[src/rtl/serial_add_ctrl.sv]
// Bit-serial adder: one full_adder cell stepped LSB-first over WIDTH cycles, then a DONE pulse.
// Optional signed-overflow output enabled by defining SERIAL_ADD_OVF_EN.

module full_adder (
    input  logic a,
    input  logic b,
    input  logic ci,
    output logic s,
    output logic co
);
    assign s  = a ^ b ^ ci;
    assign co = (a & b) | (ci & (a ^ b));
endmodule

module serial_add_ctrl #(
    parameter int WIDTH = 8
) (
    input  logic             clk,
    input  logic             rst_n,
    input  logic             start,
    input  logic [WIDTH-1:0] a,
    input  logic [WIDTH-1:0] b,
    input  logic             cin,
    output logic             busy,
    output logic             done,
    output logic [WIDTH-1:0] sum,
    output logic             cout
`ifdef SERIAL_ADD_OVF_EN
    ,
    output logic             ovf
`endif
);
    localparam int CW = (WIDTH > 1) ? $clog2(WIDTH) : 1;

    typedef enum logic [1:0] {IDLE, RUN, DONE} state_t;

    state_t           state;
    logic [WIDTH-1:0] a_sh;
    logic [WIDTH-1:0] b_sh;
    logic             carry;
    logic [CW-1:0]    cnt;
    logic             fa_s;
    logic             fa_co;
`ifdef SERIAL_ADD_OVF_EN
    logic             a_msb;
    logic             b_msb;
`endif

    full_adder u_fa (
        .a  (a_sh[0]),
        .b  (b_sh[0]),
        .ci (carry),
        .s  (fa_s),
        .co (fa_co)
    );

    always_ff @(posedge clk or negedge rst_n) begin
        if (!rst_n) begin
            state <= IDLE;
            a_sh  <= '0;
            b_sh  <= '0;
            carry <= 1'b0;
            cnt   <= '0;
            busy  <= 1'b0;
            done  <= 1'b0;
            sum   <= '0;
            cout  <= 1'b0;
`ifdef SERIAL_ADD_OVF_EN
            a_msb <= 1'b0;
            b_msb <= 1'b0;
            ovf   <= 1'b0;
`endif
        end else begin
            case (state)
                IDLE: begin
                    done <= 1'b0;
                    if (start) begin
                        a_sh  <= a;
                        b_sh  <= b;
                        carry <= cin;
                        cnt   <= '0;
                        busy  <= 1'b1;
                        state <= RUN;
`ifdef SERIAL_ADD_OVF_EN
                        a_msb <= a[WIDTH-1];
                        b_msb <= b[WIDTH-1];
                        ovf   <= 1'b0;
`endif
                    end
                end
                RUN: begin
                    // Each result bit enters at the MSB; after WIDTH shifts bit 0 lands in sum[0].
                    sum   <= {fa_s, sum[WIDTH-1:1]};
                    carry <= fa_co;
                    a_sh  <= a_sh >> 1;
                    b_sh  <= b_sh >> 1;
                    if (cnt == CW'(WIDTH - 1)) begin
                        state <= DONE;
                        done  <= 1'b1;
                        cout  <= fa_co;
`ifdef SERIAL_ADD_OVF_EN
                        ovf   <= (a_msb == b_msb) && (fa_s != a_msb);
`endif
                    end else begin
                        cnt <= cnt + 1'b1;
                    end
                end
                DONE: begin
                    done  <= 1'b0;
                    busy  <= 1'b0;
                    state <= IDLE;
                end
                default: begin
                    state <= IDLE;
                    done  <= 1'b0;
                    busy  <= 1'b0;
                end
            endcase
        end
    end
endmodule
[config.mk]
export PLATFORM = sky130hd
export DESIGN_NAME = serial_add_ctrl
export DESIGN_NICKNAME = d
export VERILOG_FILES = /design/src/rtl/serial_add_ctrl.sv
export SDC_FILE = /design/constraint.sdc
export NUM_CORES = 1
export LEC_CHECK = 0
export CAP_MARGIN = 20
export CORE_AREA = 4 4 75 77
export DETAILED_ROUTE_END_ITERATION = 10
export DIE_AREA = 0 0 79 81
export DONT_BUFFER_PORTS = 1
export PLACE_DENSITY_LB_ADDON = 0.08
export SLEW_MARGIN = 40
export SYNTH_ARGS = -nofsm -noshare
export SYNTH_HDL_FRONTEND = slang
export SYNTH_HIERARCHICAL = 1
export SYNTH_SLANG_ARGS = --single-unit
[constraint.sdc]
create_clock -name clk -period 2.84 [get_ports clk]
set_input_delay 0.568 -clock clk [delete_from_list [all_inputs] [get_ports clk]]
set_output_delay 0.568 -clock clk [all_outputs]
set_load 0.05 [all_outputs]
==> out/qor.csv <==
stage,metric,value,unit
status,status,finished clean,
power,p_sw,1000,uW
cells_and_area,finalNonFillerCells,204,
sta,slew_viol_final,0,
cells_and_area,layout_common_cells,"dfrtp_1 (33), o22ai_1 (28), a21oi_1 (17), o21ai_0 (10)",
cells_and_area,syn_to_final_growth,10.9,%
grt,antenna_found_initial,0,
grt,grt_pass1_vias,1034,
detailed_routing,routed_wl,3310,microns
setup_path,crit_arrival,1830,ps
sta,setup_violations,0,
sta,setup_slack,1180,ps
placement,port_buffers,0,
power,p_int,1290,uW
cts,cts_sinks,33,
cts,post_cts_resized,0,
cts,clk_latency,280,ps
sta,hold_viol_final,0,
power,cellPowerDensity,1390,mW/mm^2
sta,rsz0062_at_grt,false,
floorplan,die-area,0.00640,sq mm
setup_path,crit_chain,nand2b_2 > nor2_2 > mux2_2,
sta,fmax,602,MHz
cts,cts.path.max_buffers,2,
detailed_routing,routed-via-count,1067,
detailed_routing,drt_iter0_markers,46,
hold_path,hold_class,primary input to asynchronous set/reset pin,
floorplan,core_area,0.00501,sq mm
synth,synthCells,133,
flow_run,maxCapViolations,0,
floorplan,die_w,79,microns
cells_and_area,layout_commonest_cell,dfrtp_1,
sta,worstMarginPinSlew,612,ps
power,power_frac_clock,0.167,
synth,synth_top_family_by_area,compound AO/OA/AOI/OAI gates,
setup_path,critPathSlowestCell,dfrtp_1,
floorplan,ios,31,
power,ir_drop,0.443,mV
grt,grt_first_pass_wirelength,5390,microns
power,p_seq_frac,0.514,
detailed_routing,vias_per_cell,5.23,
detailed_routing,wire_per_inst,16.2,microns
cells_and_area,nFillCells,534,
synth,synthSimpleGateAreaFrac,0.0564,
synth,synthTopCellsByArea,"dfrtp_1 (56%), o22ai_1 (12%), a21oi_1 (5.7%)",
cts,cts_tree,built,
detailed_routing,dr.pass1.iters,4,
synth,synth_nets,157,
synth,synth-edff-count,0,
synth,muxShareOfSynthArea,0.0850,
setup_path,r2r_slack,1180,ps
floorplan,rows,26,
placement,preCtsSetupSlack,1170,ps
setup_path,crit_required,3010,ps
setup_path,worstPathBufferInverterCount,0,
floorplan,start_util,0.297,
grt,grt_start_max_net_pins,34,
grt,grt_overflow,0,
setup_path,cp_top_family,simple AND/OR/NAND/NOR gates,
cells_and_area,layout.nets,157,
cts,numCtsBuffers,5,
placement,gp_routability_congestion,0.728,
synth,async_reset_ff_frac,1.00,
placement,placed_cells,195,
cells_and_area,num_antenna_cells,0,
cts,clk_pin_slew_worst_paths,70,ps
setup_path,critPathKind,flip-flop to flip-flop,
synth,synth_compound_area_frac,0.219,
synth,ys_seq_elements,33,
synth,synth_cell_types,23,
cts,cts-root-buf,clkbuf_8,
detailed_routing,drc_errors,0,
sta,layout_min_cycle_time,1660,ps
synth,yosys.area.top_type,dfrtp_1,
setup_path,cp-end-kind,flip-flop,
synth,synthFlopType,dfrtp_1,
synth,syn_area,0.00149,sq mm
cells_and_area,drive_gt1_frac,0.164,
placement,hpwl,2180,microns
detailed_routing,ant_nets,0,
sta,slew_headroom,0.590,
synth,synth.avg_cell_area,11.2,sq um
setup_path,cp_max_fo,19,
power,comb_power_share,0.319,
synth,synth_seq_area_share,0.556,
cts,cts_htree_levels,2,
synth,synthAdderAreaFrac,0.0387,
power,fin_total_pwr,2290,uW
power,p_sw_frac,0.437,
synth,synth_xor_area_frac,0,
setup_path,worst_setup_path_start_kind,flip-flop,
sta,fin_skew,6.89,ps
synth,synthDominantCellAreaShare,0.556,
synth,yosys_warnings,6,
sta,fin_tns_setup,0,ps
setup_path,slowest_delay,510,ps
grt,grt_usage,0.111,
floorplan,die_h,81,microns
power,power.leakage,0.000662,uW
sta,period_share,0.585,
==> metal layers <==
metal | vias up | track usage | wire [microns]
li1 | 493 | - | -
met1 | 534 | 0.143 | 1520
met2 | 35 | 0.162 | 1490
met3 | 5 | 0.0477 | 248
met4 | 0 | 0.0464 | 46
met5 | - | 0 | 0
==> power groups by stage <==
stage / Sequential [uW] / Clock [uW] / Combinational (uW)
finish: 1170 / 383 / 729
floorplan: 1130 / 0 / 657
CTS: 1180 / 401 / 741
global placement: 1180 / 0 / 716
detailed placement: 1180 / 0 / 729
global route: 1210 / 423 / 832
==> worst reg2reg max path, delay by kind of cell, from the launching register on <==
family	cells	cell delay, ps
flops	1	510
mux	1	340
simple gates	2	700
==> stage by stage <==
step | util | hold WS [ps] | cell area [sq um]
2_1_floorplan | - | 272 | 1490
4_1_cts | 0.329 | 115 | 1650
3_5_place_dp | 0.305 | 273 | 1530
3_3_place_gp | 0.304 | 273 | 1530
5_1_grt | 0.329 | 113 | 1650
6_report | 0.329 | 119 | 1650
==> logic make-up (layout without fill, tap and decap cells) <==
family	after synthesis	count (layout)
compound gates	57	57
flops	33	33
simple gates	17	17
buf+inv	12	13
mux	10	10
fa+ha+maj	4	4
==> final timing paths <==
path	cells past startpoint	to	start
max	3	cout	state[1]
max in group asynchronous	1	b_sh[7]	rst_n
min	1	sum[4]	rst_n
min in group clk	2	b_sh[7]	b[7]
min reg2reg	2	b_sh[7]	b_sh[7]
max reg2reg	3	cout	state[1]
==> sequential cells by signal (all words and copies together) (netlist names) <==
register  flops
a_sh          8
b_sh          8
busy          1
carry         1
cnt           3
cout          1
done          1
state         2
sum           8
==> cells in the mapped netlist, drive strengths merged (2+ instances only) <==
cell type	instances
nand2	2
o21ai	10
nand2b	2
a21oi	17
nor2	8
inv	2
buf	8
nor3	2
dfrtp	33
mux2	9
ha	3
a22oi	2
o22ai	28
==> repair_timing <==
action,in CTS,in global routing
endpoints found under the hold margin,33,0
buffers inserted,0,0
endpoints found under the setup margin,0,0
hold buffers,1,0
==> cell type report <==
class                           instances  area (sq um)  area share
Inverter                                3          11.3     0.00683
Clock buffer                            7          96.3      0.0584
Timing Repair Buffer                    2          27.5      0.0167
Tap cell                               70          87.6      0.0531
Clock inverter                          1          5.00     0.00303
Multi-Input combinational cell         88           596       0.361
Sequential cell                        33           826       0.501
(Power assumes the default switching activity.)
